`config.mk`:
```
export PLATFORM = sky130hd
export DESIGN_NAME = butterfly_fetch_stage_flat
export DESIGN_NICKNAME = d
export VERILOG_FILES = /design/src/rtl/butterfly_pkg.sv /design/src/rtl/butterfly_fetch_stage_if.sv /design/src/rtl/butterfly_fetch_fifo.sv /design/src/rtl/butterfly_fetch_stage.sv /design/src/flat_wrapper.sv
export SDC_FILE = /design/constraint.sdc
export NUM_CORES = 1
export LEC_CHECK = 0
export CAP_MARGIN = 20
export CORE_ASPECT_RATIO = 1.75
export CORE_UTILIZATION = 50
export DETAILED_ROUTE_END_ITERATION = 10
export GPL_ROUTABILITY_DRIVEN = 0
export HOLD_SLACK_MARGIN = 0.05
export PLACE_DENSITY = 0.8
export SYNTH_ARGS = -nofsm -noshare
export SYNTH_HDL_FRONTEND = slang
export SYNTH_HIERARCHICAL = 1
export SYNTH_SLANG_ARGS = --single-unit
```
`constraint.sdc`:
```
create_clock -name clk_i -period 6.9 [get_ports clk_i]
set_input_delay 1.38 -clock clk_i [delete_from_list [all_inputs] [get_ports clk_i]]
set_output_delay 1.38 -clock clk_i [all_outputs]
set_load 0.03 [all_outputs]
```
`src/rtl/butterfly_pkg.sv`:
```
// Shared types and constants for the ButterFly RV32IM core front end.
package butterfly_pkg;

  // Canonical RV32 no-op: addi x0, x0, 0.
  localparam logic [31:0] INSTR_NOP = 32'h0000_0013;

  // Default first fetch address after reset.
  localparam logic [31:0] BUTTERFLY_RESET_PC = 32'h0000_0000;

  // One prefetched instruction together with the address it came from.
  typedef struct packed {
    logic [31:0] pc;
    logic [31:0] instr;
  } fetch_entry_t;

  // Force an address onto a word boundary; the low two bits are ignored.
  function automatic logic [31:0] word_align(input logic [31:0] addr);
    return addr & 32'hFFFF_FFFC;
  endfunction

endpackage

```
`src/rtl/butterfly_fetch_stage_if.sv`:
```
// Bundles the instruction-memory request port, the decode-side handshake and
// the redirect inputs of the fetch stage. "master" is the fetch stage itself,
// "slave" is the surrounding core/memory/decode environment.
interface butterfly_fetch_stage_if;

  // Instruction-memory request/response.
  logic        imem_valid_o;
  logic [31:0] imem_addr_o;
  logic [31:0] imem_rdata_i;
  logic        imem_ready_i;

  // Decode handshake.
  logic        instr_valid_o;
  logic [31:0] instr_o;
  logic [31:0] pc_o;
  logic        instr_ready_i;

  // Redirect from branch/jump/trap logic.
  logic        redirect_i;
  logic [31:0] redirect_pc_i;

  modport master (
    output imem_valid_o,
    output imem_addr_o,
    input  imem_rdata_i,
    input  imem_ready_i,
    output instr_valid_o,
    output instr_o,
    output pc_o,
    input  instr_ready_i,
    input  redirect_i,
    input  redirect_pc_i
  );

  modport slave (
    input  imem_valid_o,
    input  imem_addr_o,
    output imem_rdata_i,
    output imem_ready_i,
    input  instr_valid_o,
    input  instr_o,
    input  pc_o,
    output instr_ready_i,
    output redirect_i,
    output redirect_pc_i
  );

endinterface

```
`src/rtl/butterfly_fetch_fifo.sv`:
```
// Small synchronous prefetch FIFO of fetch entries. Flush empties it in one
// cycle and overrides any push or pop in the same cycle. The head entry is
// presented combinationally from storage so decode sees it the cycle after it
// was written.
module butterfly_fetch_fifo
  import butterfly_pkg::*;
#(
  parameter int DEPTH = 2
) (
  input  logic                           clk_i,
  input  logic                           rst_i,
  input  logic                           push_i,
  input  fetch_entry_t                   push_data_i,
  input  logic                           pop_i,
  input  logic                           flush_i,
  output logic                           full_o,
  output logic                           empty_o,
  output logic [$clog2(DEPTH+1)-1:0]     count_o,
  output fetch_entry_t                   head_o
);

  localparam int AW = $clog2(DEPTH);
  localparam int CW = $clog2(DEPTH + 1);

  fetch_entry_t   mem_reg [DEPTH];
  logic [AW-1:0]  wr_ptr_reg;
  logic [AW-1:0]  rd_ptr_reg;
  logic [CW-1:0]  count_reg;

  logic push_en;
  logic pop_en;

  assign full_o  = (count_reg == CW'(DEPTH));
  assign empty_o = (count_reg == '0);
  assign count_o = count_reg;
  assign head_o  = mem_reg[rd_ptr_reg];

  // A pop frees a slot in the same cycle, so push is allowed when full and popping.
  assign pop_en  = pop_i && !empty_o && !flush_i;
  assign push_en = push_i && (!full_o || pop_en) && !flush_i;

  // Pointer and occupancy bookkeeping; DEPTH is a power of two so pointers wrap naturally.
  always_ff @(posedge clk_i) begin
    if (rst_i || flush_i) begin
      wr_ptr_reg <= '0;
      rd_ptr_reg <= '0;
      count_reg  <= '0;
    end else begin
      if (push_en) wr_ptr_reg <= wr_ptr_reg + AW'(1);
      if (pop_en)  rd_ptr_reg <= rd_ptr_reg + AW'(1);
      count_reg <= count_reg + CW'(push_en) - CW'(pop_en);
    end
  end

  // Entry storage; contents need no reset because occupancy gates visibility.
  always_ff @(posedge clk_i) begin
    if (push_en) mem_reg[wr_ptr_reg] <= push_data_i;
  end

endmodule

```
`src/rtl/butterfly_fetch_stage.sv`:
```
// Instruction-fetch front end: owns the fetch PC, issues word requests to
// instruction memory while the prefetch FIFO has room, tags returned words
// with their address and hands them to decode. A redirect flushes the FIFO and
// restarts fetch; a request already on the bus keeps its address until it is
// accepted and its data is thrown away.
module butterfly_fetch_stage
  import butterfly_pkg::*;
#(
  parameter logic [31:0] RESET_PC   = BUTTERFLY_RESET_PC,
  parameter int          FIFO_DEPTH = 2
) (
  input  logic                     clk_i,
  input  logic                     rst_i,
  butterfly_fetch_stage_if.master  bus
);

  localparam int CW = $clog2(FIFO_DEPTH + 1);

  // Request currently presented to instruction memory.
  logic        req_valid_reg, req_valid_next;
  logic [31:0] req_addr_reg,  req_addr_next;
  // Address of the next request to be issued.
  logic [31:0] pc_reg,        pc_next;
  // Set while the outstanding request belongs to a path abandoned by a redirect.
  logic        discard_reg,   discard_next;

  logic          handshake;
  logic          req_stalled;
  logic          push;
  logic          pop;
  logic [CW-1:0] count_after;

  fetch_entry_t  push_entry;
  fetch_entry_t  head_entry;
  logic          fifo_full;
  logic          fifo_empty;
  logic [CW-1:0] fifo_count;

  assign handshake   = req_valid_reg && bus.imem_ready_i;
  assign req_stalled = req_valid_reg && !bus.imem_ready_i;
  // Stale data and data arriving alongside a redirect never reach the FIFO.
  assign push        = handshake && !discard_reg && !bus.redirect_i && !fifo_full;
  assign pop         = bus.instr_valid_o && bus.instr_ready_i;

  assign push_entry.pc    = req_addr_reg;
  assign push_entry.instr = bus.imem_rdata_i;

  butterfly_fetch_fifo #(
    .DEPTH (FIFO_DEPTH)
  ) u_fifo (
    .clk_i       (clk_i),
    .rst_i       (rst_i),
    .push_i      (push),
    .push_data_i (push_entry),
    .pop_i       (pop),
    .flush_i     (bus.redirect_i),
    .full_o      (fifo_full),
    .empty_o     (fifo_empty),
    .count_o     (fifo_count),
    .head_o      (head_entry)
  );

  // FIFO occupancy as it will be after this edge; decides whether a new request may issue.
  always_comb begin
    count_after = fifo_count;
    if (bus.redirect_i) begin
      count_after = '0;
    end else begin
      count_after = fifo_count + CW'(push) - CW'(pop);
    end
  end

  // Next fetch PC, discard flag and request; a stalled request is never altered.
  always_comb begin
    pc_next        = pc_reg;
    discard_next   = discard_reg;
    req_valid_next = req_valid_reg;
    req_addr_next  = req_addr_reg;

    if (bus.redirect_i) begin
      pc_next = word_align(bus.redirect_pc_i);
    end else if (handshake && !discard_reg) begin
      pc_next = pc_reg + 32'd4;
    end

    if (req_stalled && bus.redirect_i) begin
      discard_next = 1'b1;
    end else if (handshake) begin
      discard_next = 1'b0;
    end

    if (!req_stalled) begin
      req_valid_next = (count_after < CW'(FIFO_DEPTH));
      req_addr_next  = pc_next;
    end
  end

  // Fetch control state register.
  always_ff @(posedge clk_i) begin
    if (rst_i) begin
      req_valid_reg <= 1'b0;
      req_addr_reg  <= word_align(RESET_PC);
      pc_reg        <= word_align(RESET_PC);
      discard_reg   <= 1'b0;
    end else begin
      req_valid_reg <= req_valid_next;
      req_addr_reg  <= req_addr_next;
      pc_reg        <= pc_next;
      discard_reg   <= discard_next;
    end
  end

  assign bus.imem_valid_o  = req_valid_reg;
  assign bus.imem_addr_o   = req_addr_reg;
  assign bus.instr_valid_o = !fifo_empty;
  assign bus.instr_o       = fifo_empty ? INSTR_NOP : head_entry.instr;
  assign bus.pc_o          = fifo_empty ? 32'h0000_0000 : head_entry.pc;

endmodule

```
`src/flat_wrapper.sv`:
```
// flat-port wrapper written by rule: the top's interface ports become plain ports
module butterfly_fetch_stage_flat import butterfly_pkg::*;
#(
  parameter logic [31:0] RESET_PC   = BUTTERFLY_RESET_PC,
  parameter int          FIFO_DEPTH = 2
)
  (clk_i, rst_i, bus_imem_valid_o, bus_imem_addr_o, bus_imem_rdata_i, bus_imem_ready_i, bus_instr_valid_o, bus_instr_o, bus_pc_o, bus_instr_ready_i, bus_redirect_i, bus_redirect_pc_i);
  butterfly_fetch_stage_if bus_i ();
  input  logic clk_i;
  input  logic rst_i;
  output wire logic [$bits(bus_i.imem_valid_o)-1:0] bus_imem_valid_o;
  output wire logic [$bits(bus_i.imem_addr_o)-1:0] bus_imem_addr_o;
  input wire logic [$bits(bus_i.imem_rdata_i)-1:0] bus_imem_rdata_i;
  input wire logic [$bits(bus_i.imem_ready_i)-1:0] bus_imem_ready_i;
  output wire logic [$bits(bus_i.instr_valid_o)-1:0] bus_instr_valid_o;
  output wire logic [$bits(bus_i.instr_o)-1:0] bus_instr_o;
  output wire logic [$bits(bus_i.pc_o)-1:0] bus_pc_o;
  input wire logic [$bits(bus_i.instr_ready_i)-1:0] bus_instr_ready_i;
  input wire logic [$bits(bus_i.redirect_i)-1:0] bus_redirect_i;
  input wire logic [$bits(bus_i.redirect_pc_i)-1:0] bus_redirect_pc_i;
  assign bus_imem_valid_o = bus_i.imem_valid_o;
  assign bus_imem_addr_o = bus_i.imem_addr_o;
  assign bus_i.imem_rdata_i = bus_imem_rdata_i;
  assign bus_i.imem_ready_i = bus_imem_ready_i;
  assign bus_instr_valid_o = bus_i.instr_valid_o;
  assign bus_instr_o = bus_i.instr_o;
  assign bus_pc_o = bus_i.pc_o;
  assign bus_i.instr_ready_i = bus_instr_ready_i;
  assign bus_i.redirect_i = bus_redirect_i;
  assign bus_i.redirect_pc_i = bus_redirect_pc_i;
  butterfly_fetch_stage #(.RESET_PC(RESET_PC), .FIFO_DEPTH(FIFO_DEPTH)) u_core (.clk_i(clk_i), .rst_i(rst_i), .bus(bus_i));
endmodule
```
==> results of run 1 <==
[placed cells by master, fill, tap and decap left out, drive strengths merged, types with 3 or more instances in the layout]
cell type / n
and4: 6
clkinv: 4
dfxtp: 71
edfxtp: 128
a21oi: 13
clkdlybuf4s50: 163
and3: 5
and2: 6
nand2b: 9
mux2i: 8
xor2: 5
o31ai: 6
o31a: 3
o21ai: 23
or4: 3
nor4: 10
a211oi: 8
nand4: 12
buf: 10
or2: 3
mux2: 64
ha: 4
inv: 17
clkbuf: 21
nand3: 15
xnor2: 12
nor3b: 7
nand2: 52
a31oi: 7
nor3: 16
o211ai: 4
nor2: 47
nor2b: 67
[synthesized netlist by cell type (4+ instances only)]
library cell,instances,share of area
clkbuf_1,21,0.0093
clkbuf_8,4,0.0065
a31oi_1,7,0.0051
a21oi_1,13,0.0077
nand3_1,15,0.0088
nor3b_1,7,0.0062
nand4_1,11,0.0081
mux2_2,64,0.085
and2_1,6,0.0044
ha_1,4,0.0059
xnor2_1,12,0.012
inv_1,10,0.0044
mux2i_1,8,0.0094
edfxtp_1,128,0.45
nor2_1,47,0.021
nand2b_1,9,0.0066
nor3_1,16,0.0094
xor2_1,5,0.0051
and3_1,5,0.0037
nand2_1,52,0.023
o211ai_1,4,0.0035
nor2b_1,66,0.049
and4_1,5,0.0051
a211oi_1,8,0.0071
o31ai_1,5,0.0044
buf_4,6,0.0053
dfxtp_1,71,0.17
nor4_1,10,0.0074
o21ai_0,23,0.014
[power breakdown]
part / total (mW) / leakage, nW / switching [mW] / internal [mW]
Sequential: 1.33 / 1.76 / 0.0310 / 1.30
Clock: 0.974 / 0.294 / 0.446 / 0.527
Combinational: 0.197 / 1.58 / 0.104 / 0.0934
[area by class of cell]
cell class | count | area, µm²
tap | 224 | 280.3
clock inverter | 11 | 98.84
inverter | 10 | 37.54
sequential | 199 | 5266
timing repair buffer | 173 | 1704
multi-input combinational | 438 | 3004
clock buffer | 21 | 493.0
fill | 1241 | 5639
[critical path, cell delays in order (launching register included)]
cell             delay [ns]
dfxtp_2                0.88
buf_4                  0.52
mux2_2                 0.38
nor2b_1                0.13
clkdlybuf4s50_1        0.64
[through the flow]
step	power (mW)	setup WS [ns]
after floorplan	1.453	1.003
after global placement	1.543	2.868
after detailed placement	1.552	2.730
after CTS	2.522	2.478
after global routing	2.578	2.372
final	2.501	2.527
[routing by layer]
layer	share of wire	wire length, µm
met1	0.37	7117
met2	0.55	10620
met3	0.047	917
met4	0.042	819
met5	0	0
[worst paths after layout]
kind / from / to / slack, ns
worst max-delay path: register / bus_instr_o[27] / 2.53
worst max register to register: u_core/u_fifo/count_o[0]$_SDFF_PP0_ / u_core/u_fifo/mem_reg[1][6]$_DFFE_PP_ / 4.10
worst min-delay path: u_core/pc_reg[0]$_SDFF_PP0_ / u_core/pc_reg[0]$_SDFF_PP0_ / 0.46
worst min register to register: u_core/pc_reg[0]$_SDFF_PP0_ / u_core/pc_reg[0]$_SDFF_PP0_ / 0.46
[kinds of logic after synthesis]
group                    after synthesis  share of synthesized area
flip-flops                           199                     0.6192
adder cells (fa/ha/maj)                4                   0.005886
buffers and inverters                 47                    0.03017
AO/OA/AOI/OAI                         78                    0.06180
XOR/XNOR                              17                    0.01751
AND/OR/NAND/NOR                      267                     0.1713
multiplexers                          72                    0.09417
==> flow_metrics.tcl, run 1 <==
set metrics [dict create \
    stdcell_area_um2 10880 \
    via_per_inst 5.559 \
    coreArea_um2 16520 \
    min_path_cells 2 \
    ant_nets 0 \
    synth_edf_count 128 \
    r2r_cells 7 \
    synth_seq_cells 199 \
    met3_usage 0.04624 \
    async_flop_share 0 \
    grt_busiest_layer "met2" \
    drc 0 \
    hold_class "reg2reg" \
    start_util 0.5146 \
    num_io_pins 167 \
    n_antenna_cell 0 \
    netlist-cell-type-count 61 \
    postRouteWirelength_um 19480 \
    cts_hold_buf 0 \
    seq_area_frac_synth 0.6192 \
    grt_util_met1 0.2383 \
    placed_area_um2 10290 \
    crit_path_end_kind "output pin" \
    synthCells 684 \
    io_buffers 164 \
    die_y_um 174.5 \
    synthesis.nets 757 \
    slew_headroom 0.2460 \
    status "finished, final reports clean" \
    synthToLayoutAreaGrowth_pct 28.00 \
    h-tree-depth 4 \
    min_period_over_period 0.6337 \
    dieArea_um2 17550 \
    die_w_um 100.6 \
    clockRootBuffer "clkbuf_16" \
    rsz0062_at_grt "no" \
    post_drt_wl_per_cell_um 18.10 \
    post_cts_buffers 0 \
    leakagePower_nw 3.629 \
    synthFlopType "edfxtp_1" \
    worstPathArrival_ns 2.99 \
    power_density_nw_per_um2 229.8 \
    dp.cells 1044 \
    clock.fmax_mhz 228.7 \
    whs_ns 0.4621 \
    largest_reg_flops 128 \
    path_max_fanout 33 \
    crit_type "reg2out" \
    cts_resized 0 \
    vdd_drop_max_mv 0.1534 \
    via_count 5982 \
    cap_violations 0 \
    worstMarginPinSlew_ns 1.121 \
    overflow 0 \
    synth_warnings 6 \
    hold_viol 0 \
    insertion_delay_ns 0.43 \
    maxSlewViolCount 0 \
    clkSinkCount 199 \
    cp-start-kind "register" \
    cts_tree "built" \
    synthesis.area_um2 8503 \
    grt_pass1_wl_um 30410 \
    nNetsFinal 912 \
    grt_pass1_vias 6064 \
    drive_above_1_share 0.1467 \
    grtUsageMet2 0.4127 \
    min_period_ns 4.373 \
    syn_area_per_cell_um2 12.43 \
    clk_path_buf_depth 2 \
    row_count 62 \
    final_util 0.6587 \
    tns_ns 0 \
    hpwl_um 13450 \
    finalClockSkew_ns 0.01775 \
    stdcell_count 1076 \
    cp.required_ns 5.52 \
    grt_max_degree 67 \
    cts_buffers 17 \
    dr.pass1.iters 7 \
    grt_use_total 0.2273 \
    antenna_found_initial 0 \
    path_clk_slew_ns 0.08 \
    setup_violations 0 \
    drt-initial-drc-count 263 \
]
(Power assumes the default switching activity.)
==> run 2, diff against run 1 <==
- CORE_UTILIZATION: 50 -> 47
- PLACE_DENSITY: 0.8 -> 0.79
- clock period: 6.9 -> 3.9 ns (I/O delays scaled with it)
==> flow_metrics.tcl, run 2 (synthesis gave the netlist of run 1 again) <==
set metrics [dict create \
    clock.fmax_mhz 299.0 \
    power_density_nw_per_um2 398.6 \
    r2r-start "u_core/bus.imem_valid_o$_SDFFE_PP0N_" \
    die_w_um 103.7 \
    rsz0062_at_grt "no" \
    n_antenna_cell 0 \
    cap_violations 0 \
    antenna_found_initial 0 \
    clk_path_buf_depth 2 \
    pwr-share-clk 0.381 \
    drc 0 \
    seq_area_um2 5266 \
    power.switching_mw 1.002 \
    leakagePower_nw 3.654 \
    row_count 64 \
    via_per_inst 5.347 \
    path_max_fanout 47 \
    r2r_cells 10 \
    finalClockSkew_ns 0.01325 \
    die_y_um 179.9 \
    hpwl_um 12900 \
    stdcell_count 1088 \
    grt_use_total 0.2070 \
    grt_pass1_wl_um 30150 \
    cts_tree "built" \
    setup_violations 0 \
    cp-start-kind "register" \
    seq_power_share 0.539 \
    crit_path_end_kind "output pin" \
    timing.rr.end "u_core/u_fifo/count_o[1]$_SDFF_PP0_" \
    cp.required_ns 3.12 \
    start_util 0.4827 \
    via_count 5817 \
    p_sw_frac 0.2296 \
    p_int_mw 3.362 \
    worstSetupEndpoint "bus_pc_o[6]" \
    reg2reg_slack_ns 1.43 \
    coreArea_um2 17620 \
    dieArea_um2 18650 \
    fill_cells 1436 \
    h-tree-depth 4 \
    cts_buffers 17 \
    multiInputGateArea_um2 3004 \
    min_period_over_period 0.8575 \
    num_io_pins 167 \
    hold_class "reg2reg" \
    stdcell_area_um2 10950 \
    grt_max_degree 65 \
    final_util 0.6214 \
    overflow 0 \
    post_cts_buffers 0 \
    hold_viol 0 \
    placed_area_um2 10390 \
    dr.pass1.iters 4 \
    vdd_drop_max_mv 0.2343 \
    insertion_delay_ns 0.43 \
    postRouteWirelength_um 18630 \
    path_clk_slew_ns 0.07 \
    nNetsFinal 917 \
    slew_headroom 0.5490 \
    cts_hold_buf 0 \
    worstMarginPinSlew_ns 0.6749 \
    crit_type "reg2out" \
    io_buffers 164 \
    synthToLayoutAreaGrowth_pct 28.75 \
    worstPathArrival_ns 2.56 \
    min_period_ns 3.344 \
    pwr-share-comb 0.080 \
    mostFrequentLayoutCell "clkdlybuf4s50_1" \
    grt_pass1_vias 5854 \
    dp.cells 1056 \
    layout_common_cells "clkdlybuf4s50_1, edfxtp_1, dfxtp_1" \
    place_ws_ns 0.5454 \
    status "finished, final reports clean" \
    drt-initial-drc-count 219 \
    fin_ws_ns 0.5558 \
    clockRootBuffer "clkbuf_16" \
    ant_nets 0 \
    largest_reg_flops 128 \
    post_drt_wl_per_cell_um 17.12 \
    cts_resized 0 \
    maxSlewViolCount 0 \
    drive_above_1_share 0.1517 \
    clkSinkCount 199 \
]
[run 2: how the worst min path moves through the flow]
| stage | end | from | depth (start not counted) | slack, ns |
|---|---|---|---|---|
| after CTS | u_core/pc_reg[0]$_SDFF_PP0_ | u_core/pc_reg[0]$_SDFF_PP0_ | 2 | 0.46 |
| after global routing | u_core/pc_reg[0]$_SDFF_PP0_ | u_core/pc_reg[0]$_SDFF_PP0_ | 2 | 0.49 |
| after global placement | u_core/pc_reg[0]$_SDFF_PP0_ | u_core/pc_reg[0]$_SDFF_PP0_ | 2 | 0.44 |
| after floorplan | u_core/pc_reg[0]$_SDFF_PP0_ | u_core/pc_reg[0]$_SDFF_PP0_ | 2 | 0.43 |
| final | u_core/pc_reg[0]$_SDFF_PP0_ | u_core/pc_reg[0]$_SDFF_PP0_ | 2 | 0.46 |
| after detailed placement | u_core/pc_reg[0]$_SDFF_PP0_ | u_core/pc_reg[0]$_SDFF_PP0_ | 2 | 0.45 |
[run 2: layout make-up]
type	instances	area share
timing repair buffer	178	0.1637
clock buffer	19	0.04149
inverter	10	0.003429
clock inverter	13	0.009600
multi-input combinational	438	0.2744
sequential	199	0.4810
tap	231	0.02640
[run 2: power by group through the flow]
stage / clock, mW / combinational (mW) / sequential (mW)
2_1_floorplan: 0 / 0.145 / 2.43
3_3_place_gp: 0 / 0.344 / 2.39
3_5_place_dp: 0 / 0.350 / 2.40
4_1_cts: 1.70 / 0.352 / 2.35
5_1_grt: 1.78 / 0.375 / 2.36
6_report: 1.66 / 0.350 / 2.35
[run 2: routing by layer]
layer | vias to the layer above | GRT usage | share of wire
li1 | 2814 | - | -
met4 | 0 | 0.1126 | 0.041
met3 | 38 | 0.03698 | 0.035
met1 | 2799 | 0.2293 | 0.39
met5 | - | 0 | 0
met2 | 166 | 0.3734 | 0.53
[run 2: critical path: stages (launching register included)]
cell and delay (ns):
dfxtp_2 0.63, buf_12 0.33, mux2_2 0.37, nor2b_1 0.13, clkdlybuf4s50_1 0.66
[run 2: through the flow]
| step | total power, mW | hold slack [ns] | TNS, ns |
|---|---|---|---|
| 6_report | 4.364 | 0.4555 | 0 |
| 2_1_floorplan | 2.571 | 0.4253 | -41.53 |
| 5_1_grt | 4.519 | 0.4923 | 0 |
| 4_1_cts | 4.404 | 0.4601 | 0 |
| 3_3_place_gp | 2.738 | 0.4367 | 0 |
| 3_5_place_dp | 2.748 | 0.4487 | 0 |
==> run 3, diff against run 2 <==
- CORE_ASPECT_RATIO: 1.75 -> not set
- GPL_TIMING_DRIVEN: not set -> 0
==> flow_metrics.tcl, run 3 (synthesis gave the netlist of run 1 again) <==
set metrics [dict create \
    status "finished, final reports clean" \
    seq_area_um2 5265 \
    setup_violations 0 \
    leakagePower_nw 3.781 \
    drive_above_1_share 0.1622 \
    n_antenna_cell 0 \
    via_count 5912 \
    drt-initial-drc-count 396 \
    layout_common_cells "clkdlybuf4s50_1, edfxtp_1, dfxtp_1" \
    ant_nets 0 \
    dr.pass1.iters 5 \
    p_int_mw 3.426 \
    crit_slowest_cell "clkdlybuf4s50_1" \
    worstPathArrival_ns 3.74 \
    min_period_ns 3.615 \
    post_drt_wl_per_cell_um 18.01 \
    dieArea_um2 18630 \
    pwr-share-clk 0.391 \
    vdd_drop_max_mv 0.2936 \
    cts_tree "built" \
    antenna_found_initial 0 \
    grt_pass1_wl_um 30820 \
    worstMarginPinSlew_ns 0.7652 \
    multiInputGateArea_um2 2997 \
    die_w_um 136.5 \
    crit_path_end_kind "register" \
    h-tree-depth 4 \
    crit_type "in2reg" \
    slew_headroom 0.4767 \
    mostFrequentLayoutCell "clkdlybuf4s50_1" \
    seq_power_share 0.526 \
    drc 0 \
    pwr-share-comb 0.083 \
    hold_viol 0 \
    finalPower_mw 4.471 \
    path_max_fanout 25 \
    fill_cells 1398 \
    num_io_pins 167 \
    postRouteWirelength_um 20150 \
    tns_ns 0 \
    cap_violations 0 \
    stdcell_count 1119 \
    path_clk_slew_ns 0.07 \
    min_period_over_period 0.9268 \
    io_buffers 164 \
    finalClockSkew_ns 0.007842 \
    p_sw_frac 0.2337 \
    grt_pass1_vias 5825 \
    stdcell_area_um2 11210 \
    grt_use_total 0.2202 \
    start_util 0.4865 \
    synthToLayoutAreaGrowth_pct 31.84 \
    cts_buffers 17 \
    largest_reg_flops 128 \
    clock.fmax_mhz 276.6 \
    grt_max_degree 26 \
    power.switching_mw 1.045 \
    path_cells "clkdlybuf4s50_1 -> clkbuf_1 -> clkbuf_2 -> clkbuf_1 -> nor3_1 -> inv_1 -> a211o_4 -> nor2_4 -> buf_12" \
    rsz0062_at_grt "no" \
    cpPeakStageDelay_ns 0.52 \
    hold_class "reg2reg" \
    power_density_nw_per_um2 398.8 \
    nNetsFinal 954 \
    row_count 48 \
    placed_area_um2 10520 \
    coreArea_um2 17480 \
    clk_path_buf_depth 2 \
    maxSlewViolCount 0 \
    die_y_um 136.5 \
    insertion_delay_ns 0.42 \
    reg2reg_slack_ns 1.19 \
    via_per_inst 5.283 \
    overflow 0 \
    hpwl_um 14480 \
    cp-start-kind "input port" \
    clkSinkCount 199 \
    clockRootBuffer "clkbuf_16" \
    cpMostUsedCell "clkbuf_1" \
    cp.required_ns 4.02 \
    dp.cells 1077 \
]
run 3: cell count changes in the layout (fill, tap and decap cells not counted), moves of 2 or more:
cell / change
clkbuf_16: +2
clkbuf_2: +2
clkbuf_1: +18
buf_4: +3
clkbuf_8: +4
inv_4: -3
buf_2: +3
run 3: critical path, delay by kind of cell:
family                 cells  cell delay [ns]
AND/OR/NAND/NOR            2             0.71
AO/OA/AOI/OAI              1             0.36
buffers and inverters      6             1.88
run 3: final cells by class:
type                            instances  share of cell area
Buffer                                 36             0.01942
Sequential cell                       199              0.4696
Multi-Input combinational cell        438              0.2673
Inverter                               10            0.003348
Tap cell                              225             0.02511
Timing Repair Buffer                  179              0.1616
Clock buffer                           20             0.04464
Clock inverter                         12            0.008929
run 3: power by group through the flow:
stage	clock [mW]	combinational, mW	sequential [mW]
finish	1.75	0.370	2.35
global route	1.85	0.397	2.36
CTS	1.78	0.368	2.35
detailed placement	0	0.366	2.40
global placement	0	0.358	2.40
floorplan	0	0.145	2.43
run 3: per-layer routing:
layer	track usage	vias to the layer above	part of all wire
met5	0	-	0
met4	0.08210	0	0.018
met3	0.04704	29	0.076
met2	0.3700	219	0.49
met1	0.2780	2773	0.42
li1	-	2891	-
run 3: final timing paths:
path                                        from                                     end  cells past startpoint
max                               bus_redirect_i  u_core/u_fifo/mem_reg[1][12]$_DFFE_PP_                      9
min                  u_core/pc_reg[0]$_SDFF_PP0_             u_core/pc_reg[0]$_SDFF_PP0_                      2
max reg2reg  u_core/u_fifo/count_o[0]$_SDFF_PP0_  u_core/u_fifo/mem_reg[1][12]$_DFFE_PP_                      7
min reg2reg          u_core/pc_reg[0]$_SDFF_PP0_             u_core/pc_reg[0]$_SDFF_PP0_                      2
run 3: timing repair:
| action | CTS | global route |
|---|---|---|
| gates resized for setup | 2 | 0 |
| setup endpoints to repair | 100 | 100 |
| setup buffers | 0 | 8 |
| hold buffers | 0 | 0 |
| pin swaps | 0 | 1 |
run 3: metrics by stage:
| stage | utilization | hold WS (ns) | worst slack (ns) |
|---|---|---|---|
| 2_1_floorplan | - | 0.4253 | -0.3245 |
| 3_3_place_gp | 0.5969 | 0.4400 | -2.485 |
| 3_5_place_dp | 0.6020 | 0.4636 | -0.6216 |
| 4_1_cts | 0.6365 | 0.4767 | 0.02973 |
| 5_1_grt | 0.6415 | 0.4949 | 0.01849 |
| 6_report | 0.6415 | 0.4736 | 0.2853 |
